[config.mk]
export PLATFORM = sky130hd
export DESIGN_NAME = mult_booth_unit_flat
export DESIGN_NICKNAME = d
export VERILOG_FILES = /design/src/rtl/mult_booth_unit_pkg.sv /design/src/rtl/mult_booth_unit_if.sv /design/src/rtl/mult_booth_unit_booth_step.sv /design/src/rtl/mult_booth_unit.sv /design/src/flat_wrapper.sv
export SDC_FILE = /design/constraint.sdc
export NUM_CORES = 1
export LEC_CHECK = 0
export CORE_MARGIN = 8
export CORE_UTILIZATION = 55
export DETAILED_ROUTE_END_ITERATION = 12
export GPL_ROUTABILITY_DRIVEN = 1
export PLACE_DENSITY_LB_ADDON = 0.3
export SLEW_MARGIN = 20
export SYNTH_ARGS = -nofsm -noshare
export SYNTH_HDL_FRONTEND = slang
export SYNTH_HIERARCHICAL = 1
export SYNTH_SLANG_ARGS = --single-unit
[constraint.sdc]
create_clock -name clock -period 11.79 [get_ports clock]
set_input_delay 3.537 -clock clock [delete_from_list [all_inputs] [get_ports clock]]
set_output_delay 3.537 -clock clock [all_outputs]
set_load 0.02 [all_outputs]
[src/rtl/mult_booth_unit_pkg.sv]
// Shared constants and state type for the Booth multiplier slice.
package mult_pkg;

  localparam int unsigned WIDTH = 32;
  localparam int unsigned STEPS = 32;
  localparam int unsigned CNT_W = 6;

  typedef enum logic [1:0] {
    IDLE = 2'd0,
    RUN  = 2'd1,
    DONE = 2'd2
  } mult_state_t;

endpackage

[src/rtl/mult_booth_unit_if.sv]
// Request/result bundle between a multiply requester and the Booth unit.
interface mult_booth_unit_if #(
  parameter int unsigned WIDTH = 32
);

  logic             start;
  logic [WIDTH-1:0] operandA;
  logic [WIDTH-1:0] operandB;
  logic [WIDTH-1:0] product;
  logic             overflow;
  logic             ready;
  logic             busy;

  modport master (
    output start, operandA, operandB,
    input  product, overflow, ready, busy
  );

  modport slave (
    input  start, operandA, operandB,
    output product, overflow, ready, busy
  );

endinterface

[src/rtl/mult_booth_unit_booth_step.sv]
// One radix-2 Booth iteration: conditional add/subtract of M into A, then
// arithmetic right shift of the whole {A, Q, q_1} register.
module booth_step #(
  parameter int unsigned WIDTH = 32
) (
  input  logic [2*WIDTH+1:0] regIn,
  input  logic [WIDTH:0]     mIn,
  output logic [2*WIDTH+1:0] regOut
);

  logic [WIDTH:0]   accA;
  logic [WIDTH-1:0] accQ;
  logic             qPrev;
  logic [WIDTH:0]   sum;

  assign accA  = regIn[2*WIDTH+1:WIDTH+1];
  assign accQ  = regIn[WIDTH:1];
  assign qPrev = regIn[0];

  // Select add, subtract or hold from the Booth pair {Q[0], q_1}.
  always_comb begin
    sum = accA;
    unique case ({accQ[0], qPrev})
      2'b01:   sum = accA + mIn;
      2'b10:   sum = accA - mIn;
      default: sum = accA;
    endcase
  end

  // Shift right by one: sign of A fills the top, old q_1 falls off the bottom.
  assign regOut = {sum[WIDTH], sum, accQ};

endmodule

[src/rtl/mult_booth_unit.sv]
// Sequential signed multiplier, one Booth step per clock, 32 steps per op.
module mult_booth_unit
  import mult_pkg::*;
#(
  parameter int unsigned WIDTH = mult_pkg::WIDTH
) (
  input logic               clock,
  input logic               resetn,
  mult_booth_unit_if.slave  bus
);

  localparam logic [CNT_W-1:0] CNT_LAST = CNT_W'(STEPS - 1);

  mult_state_t        state;
  logic [2*WIDTH+1:0] accReg;
  logic [2*WIDTH+1:0] accNext;
  logic [WIDTH:0]     mReg;
  logic [CNT_W-1:0]   count;
  logic [WIDTH-1:0]   productR;
  logic               overflowR;
  logic [WIDTH-1:0]   upperNext;
  logic [WIDTH-1:0]   lowerNext;

  booth_step #(.WIDTH(WIDTH)) uStep (
    .regIn  (accReg),
    .mIn    (mReg),
    .regOut (accNext)
  );

  assign upperNext = accNext[2*WIDTH:WIDTH+1];
  assign lowerNext = accNext[WIDTH:1];

  // FSM, step counter, operand capture and result registers.
  always_ff @(posedge clock) begin
    if (!resetn) begin
      state     <= IDLE;
      accReg    <= '0;
      mReg      <= '0;
      count     <= '0;
      productR  <= '0;
      overflowR <= 1'b0;
    end else if (bus.start) begin
      accReg <= {{(WIDTH+1){1'b0}}, bus.operandB, 1'b0};
      mReg   <= {bus.operandA[WIDTH-1], bus.operandA};
      count  <= '0;
      state  <= RUN;
    end else if (state == RUN) begin
      accReg <= accNext;
      count  <= count + 1'b1;
      if (count == CNT_LAST) begin
        state     <= DONE;
        productR  <= lowerNext;
        overflowR <= (upperNext != {WIDTH{lowerNext[WIDTH-1]}});
      end
    end
  end

  assign bus.product  = productR;
  assign bus.overflow = overflowR;
  assign bus.ready    = (state == DONE);
  assign bus.busy     = (state == RUN);

endmodule

[src/flat_wrapper.sv]
// flat-port wrapper written by rule: the top's interface ports become plain ports
module mult_booth_unit_flat import mult_pkg::*;
#(
  parameter int unsigned WIDTH = mult_pkg::WIDTH
)
  (clock, resetn, bus_start, bus_operandA, bus_operandB, bus_product, bus_overflow, bus_ready, bus_busy);
  mult_booth_unit_if #(.WIDTH(WIDTH)) bus_i ();
  input logic clock;
  input logic resetn;
  input wire logic [$bits(bus_i.start)-1:0] bus_start;
  input wire logic [$bits(bus_i.operandA)-1:0] bus_operandA;
  input wire logic [$bits(bus_i.operandB)-1:0] bus_operandB;
  output wire logic [$bits(bus_i.product)-1:0] bus_product;
  output wire logic [$bits(bus_i.overflow)-1:0] bus_overflow;
  output wire logic [$bits(bus_i.ready)-1:0] bus_ready;
  output wire logic [$bits(bus_i.busy)-1:0] bus_busy;
  assign bus_i.start = bus_start;
  assign bus_i.operandA = bus_operandA;
  assign bus_i.operandB = bus_operandB;
  assign bus_product = bus_i.product;
  assign bus_overflow = bus_i.overflow;
  assign bus_ready = bus_i.ready;
  assign bus_busy = bus_i.busy;
  mult_booth_unit #(.WIDTH(WIDTH)) u_core (.clock(clock), .resetn(resetn), .bus(bus_i));
endmodule
# Word level (Yosys, flattened, before mapping)
# Index checks and enable logic that the tools add are counted.
# totals
register_bits	138
output_inout_bits	35
# op_classes
add_sub_neg	3
eq_ne	6
n_mux	6
n_bitwise	2
n_reduce_logical	6
# ops
cell	n
33-bit two-way mux	2
33-bit one-hot mux with 2 select lines	1
32-bit by 32-bit adder with 33-bit output	1
32-bit by 32-bit subtractor with 33-bit output	1
32-bit inequality test	1
6-bit by 1-bit adder with 6-bit output (second input constant)	1
6-bit by 5-bit == test with 1-bit output (second input constant)	1
2-bit by 1-bit == test with 1-bit output (second input constant)	2
2-bit == test (second input constant)	2
2-bit AND reduction	2
2-bit nonzero test	2
1-bit two-way mux	3
3-bit AND reduction	1
1-bit NOT	2
2-bit OR reduction	1

# Depth between registers and ports, before layout
# Gate-level depths: netlist of run 1.
# logic_depth
ltp_word	4
ltp_mapped	21
mapped_depth_nobuf	20

# Modules after synthesis
# The synthesis of run 1 kept the hierarchy.
# by_module_without_submodules
mod	n_inst	cells_each	area_per_inst_um2	seq_area_each_um2
mult_booth_unit	1	604	5597.9	2782.7
booth_step	1	500	3323.2	0.0

# Worst setup path before layout of run 1
# Ideal clock, no wire load.
# synth_path
kind	input to register
start	in bus_start
end	reg u_core.overflowR, in the netlist u_core/bus.overflow
arrival_ns	4.890
t_required_ns	11.665
setup_slack_ns	6.775
cell_stages	5
cell_sequence	clkbuf_1 > or4_1 > buf_6 > buf_6 > o41a_1
# synth_between
elab_chain_cells	2
# synth_lines
element	line	text
start, declared	flat_wrapper.sv:10	input wire logic [$bits(bus_i.start)-1:0] bus_start;
1-bit NOT (no source line)	-	
3-bit AND reduction (no source line)	-	
end signal, assigned	mult_booth_unit.sv:53	overflowR <= (upperNext != {WIDTH{lowerNext[WIDTH-1]}});
end, declared	mult_booth_unit.sv:20	logic overflowR;
# Every way passes these cells.
# A chain may end at the register's enable or synchronous reset.

# Final worst setup path of run 1
# layout_path
start	reg u_core.state[1]
end	out bus_busy
# layout_between
elab_chain_cells	1
# layout_lines
element	line	text
start, declared	mult_booth_unit.sv:14	mult_state_t state;
start signal, assigned	mult_booth_unit.sv:36	state <= IDLE;
start signal, assigned	mult_booth_unit.sv:46	state <= RUN;
start signal, assigned	mult_booth_unit.sv:51	state <= DONE;
2-bit by 1-bit == test with 1-bit output	mult_booth_unit.sv:61	assign bus.busy = (state == RUN);
end, declared	flat_wrapper.sv:16	output wire logic [$bits(bus_i.busy)-1:0] bus_busy;
# Every way passes these cells.

==> metrics.md, run 1 <==
| Metric | Value |
|---|---|
| Status | `completed` |
| Hold_ws | `0.463 ns` |
| Remaining Overflow, GRT | `0` |
| Gr usage total | `21.5%` |
| CTS buffer count | `17` |
| Multiplexer share of the synthesized area | `11.6%` |
| DR pass1 iterations | `5` |
| Async SR Flop Fraction | `0%` |
| Syn_area_per_cell | `8.08 um2` |
| Post-route DRC | `0` |
| Antenna diode instance count | `0` |
| Max stage delay on crit path | `0.80 ns` |
| Boundary pin count | `102` |
| Vias | `7715` |
| TritonCTS clock tree | `done` |
| Post-route ant nets | `0` |
| Crit. End Element | `output pin` |
| Data required, critical path | `8.25 ns` |
| Count of final setup violators | `0` |
| Seq cells post-synth | `139` |
| WS Path Type | `flop to output pin` |
| Fin crit share | `50.0%` |
| Overall routed net length | `21.8 mm` |
| Global-route wire length before repair | `35.8 mm` |
| Adder-Cell Fraction of Synth Area | `5.13%` |
| Post-DP HPWL | `15.5 mm` |
| Initial antenna violation count | `0` |
| Compound-cell area share of the yosys netlist | `16.0%` |
| Cell chain of the critical path | `nand2b_4 > inv_1 > clkdlybuf4s50_1` |
| Slew Viols, Final | `0` |
| Yosys warnings | `6` |
| Primary FF master, synth | `dfxtp_1` |
| Mapped Area | `8920 um2` |
| CTS Hold Bufs | `0` |
| Vias in the first global route | `7240` |
| Clk slew on worst S/H paths | `0.06 ns` |
| Post-synth net total | `1207` |
| Nature of the critical path startpoint | `flop` |
| Largest family of logic cells by synthesized area | `simple AND/OR/NAND/NOR gates` |
| Die H | `143 um` |
| Die Area | `20600 um2` |
| Nets@finish | `1236` |
| Max-Cap Viols | `0` |
| Number of DRC markers in iteration 0 | `639` |
| P_leak | `4.20 nW` |
| Core area | `15900 um2` |
| Maximum clock rate | `170 MHz` |
| TNS Setup | `0 ns` |
| Register area share after synthesis | `31.2%` |
| Distinct cells, synth | `68` |
| CTS root buffer | `clkbuf_16` |
| Initial Utilization | `56.2%` |
| Post-CTS Resized | `0` |
| Clock Latency Late Sink | `0.42 ns` |
| Number of synthesized flops with an enable pin | `0` |
| DR WL/cell | `16.0 um` |
| Bufs on Longest Clock Path | `2` |
| CP Max Fanout | `69` |
| Worst Tran Pin Value | `1.22 ns` |
| GP Congestion | `0.914` |
| RSZ-0062 raised after global routing | `no` |
| XOR/XNOR Fraction of Synth Area | `5.86%` |
| Commonest non-fill, non-tap cells in the layout | `nand2_1, dfxtp_1, mux2i_1, clkdlybuf4s50_1, a21oi_1` |
| # clock sinks | `139` |
| # Post-CTS Setup Buffers | `0` |
| Post-Syn Instances | `1104` |
| Worst Clk Skew | `0.00968 ns` |
| Die width | `143 um` |
| Slew HR | `16.6%` |
| Ratio of cells with drive above 1 in the final layout | `5.76%` |
| Row Count | `46` |
| PortBufs | `101` |
| Leading cell type in the layout, fill and taps excluded | `nand2_1` |
| Pin count of the biggest net entering global routing | `100` |
| Worst VDD drop | `105 uV` |
| Vias/cell | `5.66` |
| CP max stage cell | `nand2b_4` |
| Hold Vio Cnt, Final | `0` |
| Hold crit path type | `flop to flop` |
| Period minus WS final | `5.89 ns` |
| H-tree levels | `4` |
| Worst path arrival time | `2.35 ns` |
| Area grow syn2layout | `16.1%` |
| Fill count | `1357` |
| Synth Area in Simple Gates | `23.5%` |
| PwrDens | `126 nW/um2` |
[cells in the mapped netlist, types with 18 or more instances]
cell / number / area, um2
clkbuf_1: 53 / 199
xnor2_1: 44 / 385
nor2b_1: 69 / 432
buf_4: 33 / 248
dfxtp_1: 139 / 2780
a21oi_1: 83 / 415
inv_1: 21 / 78.8
and2_1: 32 / 200
mux2i_1: 100 / 1000
nor2_1: 57 / 214
nor3_1: 18 / 90.1
ha_1: 35 / 438
o21ai_0: 72 / 360
nand2_1: 161 / 604
[kinds of logic (layout without fill, tap and decap cells)]
family / Yosys count / after routing
XOR/XNOR: 58 / 58
adder cells (fa/ha/maj): 36 / 36
buffers and inverters: 120 / 162
AO/OA/AOI/OAI: 235 / 235
AND/OR/NAND/NOR: 413 / 413
multiplexers: 103 / 103
flip-flops: 139 / 139
[state kept, by name, indices dropped and copies added (netlist names)]
register and count:
u_core/state 2, u_core/mReg 32, u_core/bus.product 32, u_core/bus.overflow 1, u_core/count 6, u_core/accReg 66
[where the power goes]
group	leakage (nW)	internal [W]	switching, W	total [W]
Clock	0.303	0.000344	0.000219	0.000563
Combinational	2.76	0.000108	0.000135	0.000242
Sequential	1.13	0.000485	0.0000178	0.000502
[per-stage QoR]
| stage | utilization (%) | setup WS (ns) | cell area (um2) | std cells | total power (W) |
|---|---|---|---|---|---|
| after floorplan | - | 6.77 | 8920 | 1104 | 0.000692 |
| after global placement | 61.3 | 6.09 | 9740 | 1330 | 0.000748 |
| after detailed placement | 61.3 | 6.07 | 9740 | 1330 | 0.000750 |
| after CTS | 65.2 | 5.91 | 10400 | 1362 | 0.00131 |
| after global routing | 65.2 | 5.79 | 10400 | 1362 | 0.00136 |
| final | 65.2 | 5.90 | 10400 | 1362 | 0.00131 |
[final cells by class]
type                       count  area, um2  area share, %
inverter                      23       86.3          0.833
tap                          216        270           2.61
multi-input combinational    845       5550           53.6
timing repair buffer         107       1050           10.1
clock buffer                  19        443           4.27
clock inverter                13        181           1.75
sequential                   139       2780           26.9
[path summary, 6_finish.rpt]
check | slack (ns) | from | endpoint | cells after the start
hold / removal | 0.46 | u_core/accReg[0] | u_core/accReg[0] | 2
setup / recovery | 5.90 | u_core/state[1] | bus_busy | 3
setup reg to reg | 6.32 | u_core/mReg[3] | u_core/bus.overflow | 17
hold reg to reg | 0.46 | u_core/accReg[0] | u_core/accReg[0] | 2
[layer usage]
metal | global-route usage (%) | up-vias | part of all wire [%]
met1 | 27.0 | 3570 | 46
li1 | - | 3861 | -
met4 | 6.81 | 0 | 1.6
met2 | 34.6 | 249 | 46
met5 | 0 | - | 0
met3 | 6.37 | 35 | 6.6
[worst max-delay path: cells and delay by family, from the launching register on]
family	cells	cell delay [ns]
buffers and inverters	2	0.72
flip-flops	1	0.36
AND/OR/NAND/NOR	1	0.80
Note: power is estimated with default switching activity, not from simulation.
==> inputs of run 2 (changes only) <==
--- a/config.mk
+++ b/config.mk
@@ -6,7 +6,7 @@
 export NUM_CORES = 1
 export LEC_CHECK = 0
 export CORE_MARGIN = 8
-export CORE_UTILIZATION = 55
+export CORE_UTILIZATION = 52
 export DETAILED_ROUTE_END_ITERATION = 12
 export GPL_ROUTABILITY_DRIVEN = 1
 export PLACE_DENSITY_LB_ADDON = 0.3
==> constraint.sdc (replaced) <==
create_clock -name clock -period 4.7 [get_ports clock]
set_input_delay 1.41 -clock clock [delete_from_list [all_inputs] [get_ports clock]]
set_output_delay 1.41 -clock clock [all_outputs]
set_load 0.02 [all_outputs]
==> run 2 against run 1 <==
  * Critical path depth increased by 16
  * Worst hold slack got worse by 0.0031 ns
  * First-iteration DRC count is 18% lower
  * Critical path type is now flop to flop
  * Largest cell class unchanged
  * Highest routed layer unchanged
==> metrics.md, run 2 (synthesized netlist as in run 1, its figures left out) <==
| Metric | Value |
|---|---|
| Maximum clock rate | `221 MHz` |
| Antenna diode instance count | `0 (unchanged)` |
| Post-route DRC | `0 (unchanged)` |
| Die Area | `21600 um2 (was 20600 um2)` |
| Area of the multi-input gates | `5720 um2 (was 5550 um2)` |
| Leading cell type in the layout, fill and taps excluded | `nand2_1 (unchanged)` |
| Slew Viols, Final | `0 (unchanged)` |
| Count of final setup violators | `0 (unchanged)` |
| Overall Power | `0.00329 W (was 0.00131 W)` |
| RSZ-0062 raised after global routing | `yes (was no)` |
| Ratio of cells with drive above 1 in the final layout | `11.1% (was 5.76%)` |
| Die width | `147 um (was 143 um)` |
| Worst VDD drop | `242 uV (was 105 uV)` |
| Worst Tran Pin Value | `1.12 ns (was 1.22 ns)` |
| Initial antenna violation count | `0 (unchanged)` |
| Pin count of the biggest net entering global routing | `69 (was 100)` |
| Number of flip-flops in the largest register | `66 (unchanged)` |
| DR WL/cell | `16.4 um (was 16.0 um)` |
| Hold Vio Cnt, Final | `0 (unchanged)` |
| DR pass1 iterations | `5 (unchanged)` |
| Data required, critical path | `5.00 ns (was 8.25 ns)` |
| CTS buffer count | `17 (unchanged)` |
| Slew HR | `25.5% (was 16.6%)` |
| Fin crit share | `96.1%` |
| CP Max Fanout | `5 (was 69)` |
| Largest reg by FF count | `u_core/accReg (unchanged)` |
| Vias | `7903 (was 7715)` |
| Global-route wire length before repair | `38.2 mm (was 35.8 mm)` |
| Placed Instances | `1381 (was 1330)` |
| Reg2Reg Launch Point | `u_core/mReg[0] (was u_core/mReg[3])` |
| Worst Clk Skew | `0.00974 ns (was 0.00968 ns)` |
| P_leak | `4.44 nW (was 4.20 nW)` |
| Core area | `17100 um2 (was 15900 um2)` |
| Number of DRC markers in iteration 0 | `524 (was 639)` |
| PortBufs | `101 (unchanged)` |
| Overall routed net length | `23.3 mm (was 21.8 mm)` |
| Hold crit path type | `flop to flop (unchanged)` |
| Status | `completed (unchanged)` |
| H-tree levels | `4 (unchanged)` |
| # clock sinks | `139 (unchanged)` |
| Post-DP HPWL | `16.6 mm (was 15.5 mm)` |
| Gr usage total | `21.3% (was 21.5%)` |
| Min-delay src | `u_core/accReg[0] (unchanged)` |
| Worst path arrival time | `4.82 ns (was 2.35 ns)` |
| Layout Utilization | `63.5% (was 65.2%)` |
| Non-Filler Instances | `1415 (was 1362)` |
| Period minus WS final | `4.52 ns` |
| Crit. Startpoint | `u_core/mReg[0] (was u_core/state[1])` |
| CTS root buffer | `clkbuf_16 (unchanged)` |
| Boundary pin count | `102 (unchanged)` |
| Vias in the first global route | `7682 (was 7240)` |
| TritonCTS clock tree | `done (unchanged)` |
| GP Congestion | `0.906 (was 0.914)` |
| Crit. End Element | `flop (was output pin)` |
| Register area | `2790 um2 (was 2780 um2)` |
| Fill count | `1499 (was 1357)` |
| Post-route ant nets | `0 (unchanged)` |
| Placed cell areas | `10100 um2 (was 9740 um2)` |
| Clk slew on worst S/H paths | `0.06 ns (about the same)` |
| Nature of the critical path startpoint | `flop (unchanged)` |
| Row Count | `48 (was 46)` |
| Remaining Overflow, GRT | `0 (unchanged)` |
| WS Path Type | `flop to flop (was flop to output pin)` |
| Initial Utilization | `52.3% (was 56.2%)` |
| Final Cell Area | `10800 um2 (was 10400 um2)` |
| Area grow syn2layout | `21.5% (was 16.1%)` |
| CTS Hold Bufs | `0 (unchanged)` |
| Clock Latency Late Sink | `0.43 ns (was 0.42 ns)` |
| Nets@finish | `1280 (was 1236)` |
| Commonest non-fill, non-tap cells in the layout | `nand2_1, dfxtp_1, mux2i_1, clkdlybuf4s50_1, a21oi_1 (unchanged)` |
| Die H | `147 um (was 143 um)` |
| Bufs on Longest Clock Path | `2 (unchanged)` |
| PwrDens | `304 nW/um2 (was 126 nW/um2)` |
| Vias/cell | `5.59 (was 5.66)` |
| Max-Cap Viols | `0 (unchanged)` |
## run 2: final timing paths
check	slack, ns	to	depth (start not counted)
min reg2reg	0.46	u_core/accReg[0]	2
max reg2reg	0.18	u_core/bus.overflow	19
max	0.18	u_core/bus.overflow	19
min	0.46	u_core/accReg[0]	2
## run 2: layout make-up
type / instances / share of cell area (%)
Sequential cell: 139 / 25.7
Multi-Input combinational cell: 845 / 52.7
Timing Repair Buffer: 151 / 12.7
Inverter: 23 / 0.796
Clock inverter: 14 / 1.50
Clock buffer: 18 / 3.96
Tap cell: 225 / 2.60
## run 2: per-stage QoR
| step | setup TNS [ns] | worst slack [ns] | hold WS [ns] |
|---|---|---|---|
| after floorplan | 0 | 0.294 | 0.436 |
| after global placement | 0 | 0.132 | 0.446 |
| after detailed placement | 0 | 0.0620 | 0.455 |
| after CTS | 0 | 0.0160 | 0.464 |
| after global routing | -0.0532 | -0.0532 | 0.500 |
| final | 0 | 0.182 | 0.459 |
## run 2: what timing repair did
| item | in CTS | in global routing |
|---|---|---|
| setup buffers | 0 | 2 |
| resized for setup | 0 | 33 |
| endpoints found under the setup margin | 0 | 1 |
| hold endpoints to repair | 0 | 0 |
## run 2: worst max-delay path, stage by stage (launching register included)
cell and delay, ns:
dfxtp_2 0.39, inv_1 0.06, ha_1 0.19, nor3b_2 0.16, and4b_4 0.24, and3_2 0.25
and3_1 0.21, a21oi_1 0.18, xnor2_1 0.10, ha_1 0.36, nand2_1 0.12, o21ai_0 0.25
a21oi_1 0.14, buf_4 0.18, o21ai_0 0.20, a31oi_1 0.17, or4_1 0.56, nor4_2 0.22
o22ai_1 0.10, o41a_1 0.31
## run 2: per-layer routing
metal,global-route usage (%),share of wire (%)
met1,26.3,45
met2,35.3,47
met3,5.57,5.9
met4,7.60,2.0
met5,0,0
## run 2: power breakdown
group	total, W	internal [W]	switching (W)
sequential	0.00126	0.00122	0.0000456
clock	0.00135	0.000796	0.000553
combinational	0.000684	0.000318	0.000365
==> inputs of run 3 (changes only) <==
--- a/config.mk
+++ b/config.mk
@@ -7,6 +7,7 @@
 export LEC_CHECK = 0
 export CORE_MARGIN = 8
 export CORE_UTILIZATION = 52
+export CTS_CLUSTER_SIZE = 10
 export DETAILED_ROUTE_END_ITERATION = 12
 export GPL_ROUTABILITY_DRIVEN = 1
 export PLACE_DENSITY_LB_ADDON = 0.3
==> results of run 3 <==
The final DEF is identical to that of run 2; final timing and power are the same.
==> RTL change 1: new RTL, config.mk and constraints of run 3 <==
Change the package constant `CNT_W` from 6 to 12.
--- a/src/rtl/mult_booth_unit_pkg.sv
+++ b/src/rtl/mult_booth_unit_pkg.sv
@@ -3,7 +3,7 @@
 
   localparam int unsigned WIDTH = 32;
   localparam int unsigned STEPS = 32;
-  localparam int unsigned CNT_W = 6;
+  localparam int unsigned CNT_W = 12;
 
   typedef enum logic [1:0] {
     IDLE = 2'd0,
Check against the original RTL: same outputs for any inputs over 10 cycles, from zero or initial values and one cycle with resetn low; that may be too few to reach the edited logic, so the function may still have changed.
==> RTL change 1 against run 3 <==
Wire length is 5.3% higher. Cell area grew 2.7%. Sequential cell count grew 6. Synthesized cell count increased by 3.1%. Worst setup slack lost 0.086 ns. Combinational power rose by 0.7%. Synthesized area is 3.4% higher. Power up 1.3%. Critical path type unchanged. Count of clock-buffer cells in the layout did not move.
==> RTL change 1: results (changes against run 3) <==
global-route wire length before repair = 39.1 mm (was 38.2 mm)
met3 usage in global routing = 6.16% (was 5.57%)
post-synthesis register bit count = 145 (was 139)
top cells by count, synth = nand2_1, dfxtp_1, mux2i_1 (unchanged)
number of ordinary inverters in the final layout = 25 (was 23)
status = completed (unchanged)
Detail Placement HPWL = 17.0 mm (was 16.6 mm)
synthesized-area fraction occupied by xor and xnor cells = 5.96% (was 5.86%)
fraction of final layout cells with drive strength greater than 1 = 11.8% (was 11.1%)
number of multi-input combinational cells in the layout = 871 (was 845)
net switching power figure = 1.00 mW (was 0.964 mW)
Adder-Cell Fraction of Synth Area = 4.97% (was 5.13%)
share of the clock period used by the worst path = 98.0% (was 96.1%)
placed inst area = 0.0102 mm² (was 0.0101 mm²)
Int Pwr = 2.33 mW (about the same)
Leakage = 4.46 nW (was 4.44 nW)
portion of total power attributed to sequential cells = 39.4% (was 38.3%)
data arrival at the endpoint of the critical path = 4.93 ns (was 4.82 ns)
worst slew margin relative to its limit = 31.8% (was 25.5%)
Comb power = 0.689 mW (was 0.684 mW)
Non-clock buffers, area share = 11.8% (was 12.7%)
wire length reported by the detailed router = 24.5 mm (was 23.3 mm)
compound-gate portion of the synthesized area = 15.7% (was 16.0%)
placeable core region = 0.0173 mm² (was 0.0171 mm²)
startpoint of the lowest-slack hold path = u_core/accReg[33] (was u_core/accReg[0])
detailed router's first-iteration violation count = 769 (was 524)
highest ir drop seen on vdd = 0.246 mV (was 0.242 mV)
M1 WL = 10.8 mm (was 10.5 mm)
internal reg-to-reg setup slack = 0.1 ns (was 0.18 ns)
wire length on met3 = 1.83 mm (was 1.38 mm)
synthesized netlist net count = 1241 (was 1207)
buffer count excluding the clock tree in the final layout = 143 (was 151)
area fraction of clock buffers and clock inverters = 5.13% (was 5.46%)
final RePlAce weighted congestion = 0.961 (was 0.906)
per-cell via count in the routed design = 5.70 (was 5.59)
fill cell instance count of the final layout = 1476 (was 1499)
top cells by area in the synthesized netlist = dfxtp_1, mux2i_1, nand2_1 (unchanged)
-- RTL change 1: changes by cell type after synthesis, moves of 3 or more --
| cell | before | now |
|---|---|---|
| a21oi_1 | 83 | 86 |
| or4_1 | 3 | 6 |
| o21ai_0 | 72 | 76 |
| buf_1 | 2 | 8 |
| dfxtp_1 | 139 | 145 |
| xnor2_1 | 44 | 49 |
| or3_1 | 6 | 11 |
| clkbuf_1 | 53 | 47 |
-- RTL change 1: repair_timing --
item | CTS | global route
pin swaps | 0 | 22
gates resized for setup | 1 | 51
hold buffers | 0 | 0
endpoints found under the setup margin | 1 | 1
buffers inserted | 0 | 14
-- RTL change 1: how the worst min path moves through the flow --
stage	to	slack (ns)	cells past startpoint
after floorplan	u_core/accReg[0]	0.44	2
after global placement	u_core/accReg[33]	0.45	2
after detailed placement	u_core/accReg[33]	0.46	2
after CTS	u_core/accReg[33]	0.47	2
after global routing	u_core/accReg[33]	0.49	2
final	u_core/accReg[33]	0.47	2
==> RTL change 2: new RTL, flow settings as in run 3 <==
Made on the original files. The 3 states of `mult_state_t` get a one-hot encoding in 3 bits.
--- a/src/rtl/mult_booth_unit_pkg.sv
+++ b/src/rtl/mult_booth_unit_pkg.sv
@@ -5,10 +5,10 @@
   localparam int unsigned STEPS = 32;
   localparam int unsigned CNT_W = 6;
 
-  typedef enum logic [1:0] {
-    IDLE = 2'd0,
-    RUN  = 2'd1,
-    DONE = 2'd2
+  typedef enum logic [2:0] {
+    IDLE = 3'b001,
+    RUN  = 3'b010,
+    DONE = 3'b100
   } mult_state_t;
 
 endpackage
Formal check against the unedited RTL: same outputs for any inputs over 10 cycles, from zero or initial values and one cycle with resetn low; not proved beyond that.
==> RTL change 2 against run 3 <==
Final cell count grew 2.0%. Worst setup slack barely moved. Power down 3.3%. Wire length increased by 4.0%. Synthesized area up 0.50%. Sequential cell count increased by 1. Synthesized cell count up 3.4%. Worst hold slack worse by 0.0075 ns. Cell area is 0.42% lower. Non-clock buffer count is 6 lower. Critical path type unchanged. Largest cell class unchanged.
==> RTL change 2: results (changes against run 3) <==
maximum number of pins on one net before global-route repair = 69 (unchanged)
pre-CTS worst setup slack = 0.118 ns (was 0.0620 ns)
non-filler instance count after layout = 1444 (was 1415)
Post-Route Skew = 0.0147 ns (was 0.00974 ns)
DR WL/cell = 16.7 µm (was 16.4 µm)
placed inst area = 0.00998 mm² (was 0.0101 mm²)
total global routing track utilization = 21.7% (was 21.3%)
status = completed (unchanged)
maximum fanout encountered on the critical timing path = 5 (unchanged)
number of library cell types mapped by synthesis = 70 (was 68)
DRC errors left = 0 (unchanged)
number of clock buffers inserted by TritonCTS = 17 (unchanged)
worst slew margin relative to its limit = 32.3% (was 25.5%)
detailed router's first-iteration violation count = 425 (was 524)
Yosys Warn Count = 6 (unchanged)
compound-gate portion of the synthesized area = 18.6% (was 16.0%)
clock network latency to the later pin of the worst-skew pair = 0.43 ns (about the same)
I/O Buffers = 101 (unchanged)
CTS root buf = clkbuf_16 (unchanged)
fraction of final layout cells with drive strength greater than 1 = 11.2% (was 11.1%)
number of global-route vias before repair = 7686 (was 7682)
Mapped Cells = 1142 (was 1104)
Detail Placement HPWL = 17.3 mm (was 16.6 mm)
flip-flop count of the largest register after layout = 66 (unchanged)
Clk pwr share = 40.5% (was 40.9%)
synthesized-area fraction occupied by xor and xnor cells = 5.83% (was 5.86%)
final RePlAce weighted congestion = 0.949 (was 0.906)
portion of total power attributed to sequential cells = 39.7% (was 38.3%)
top cells by area in the synthesized netlist = dfxtp_1, nand2_1, mux2i_1 (was dfxtp_1, mux2i_1, nand2_1)
power per cell area = 295 mW/mm² (was 304 mW/mm²)
synthesized netlist net count = 1245 (was 1207)
number of nets in the final layout = 1309 (was 1280)
data arrival at the endpoint of the critical path = 4.78 ns (was 4.82 ns)
top cells by count, synth = nand2_1, dfxtp_1, a21oi_1 (was nand2_1, dfxtp_1, mux2i_1)
Leakage = 4.22 nW (was 4.44 nW)
buffer depth of the longest clock path = 2 (unchanged)
multiplexer share of the synthesized area = 7.97% (was 11.6%)
Adder-Cell Fraction of Synth Area = 5.11% (was 5.13%)
Reg clk slew, reported paths = 0.07 ns
highest ir drop seen on vdd = 0.236 mV (was 0.242 mV)
critical-path cell with the highest stage delay = or4_4 (was or4_1)
placed cell count = 1403 (was 1381)
register with the most flip-flops = u_core/accReg (unchanged)
net switching power figure = 0.971 mW (was 0.964 mW)
# H-tree levels = 4 (unchanged)
global-route wire length before repair = 38.9 mm (was 38.2 mm)
sequential cell area fraction in the yosys report = 31.3% (was 31.2%)
per-cell via count in the routed design = 5.66 (was 5.59)
RTL change 2: cell types whose count changed after synthesis, moves of 2 or more:
cell	run 3	this run
o21ai_0	72	74
clkbuf_1	53	48
or3_1	6	8
nand2_1	161	225
mux2i_1	100	68
buf_2	5	12
nor2b_1	69	36
a21boi_1	0	30
nor3_1	18	16
a21boi_0	1	3
or4_1	3	5
o22a_1	0	2
nor2_1	57	55
RTL change 2: final timing paths:
kind | depth (start not counted) | startpoint | slack (ns) | endpoint
setup reg to reg | 19 | u_core/mReg[0] | 0.18 | u_core/bus.overflow
hold reg to reg | 2 | u_core/bus.product[9] | 0.45 | u_core/bus.product[9]
setup / recovery | 19 | u_core/mReg[0] | 0.18 | u_core/bus.overflow
hold / removal | 2 | u_core/bus.product[9] | 0.45 | u_core/bus.product[9]
RTL change 2: worst register-to-register path: stages (launching register included):
cell and delay (ns):
dfxtp_2 0.35, inv_1 0.07, ha_2 0.18, nor3b_4 0.26, and4b_4 0.33, and2_2 0.17, a21oi_1 0.08, xnor2_1 0.13
ha_1 0.35, a21oi_1 0.23, o21ai_1 0.18, a221oi_2 0.32, o22ai_2 0.13, a211oi_2 0.18, xnor2_1 0.08, mux2_4 0.28
or4_4 0.55, nor4_4 0.25, o22a_1 0.17, a31oi_1 0.07
RTL change 2: area by class of cell:
class                   instances  area, µm²
clock buffers                  18        429
inverters                      23       86.3
repair buffers                145       1330
multi-input cells             879       5730
clock inverters                14        126
fillers                      1489       6260
well taps                     225        282
flip-flops and latches        140       2810
RTL change 2: layer usage:
layer	part of all wire, %	GRT usage [%]
met2	46	35.5
met4	1.6	6.88
met3	7.6	6.06
met5	0	0
met1	44	27.2
RTL change 2: timing repair:
item	in CTS	in global routing
setup buffers	0	9
gates resized for setup	0	43
endpoints found under the setup margin	0	1
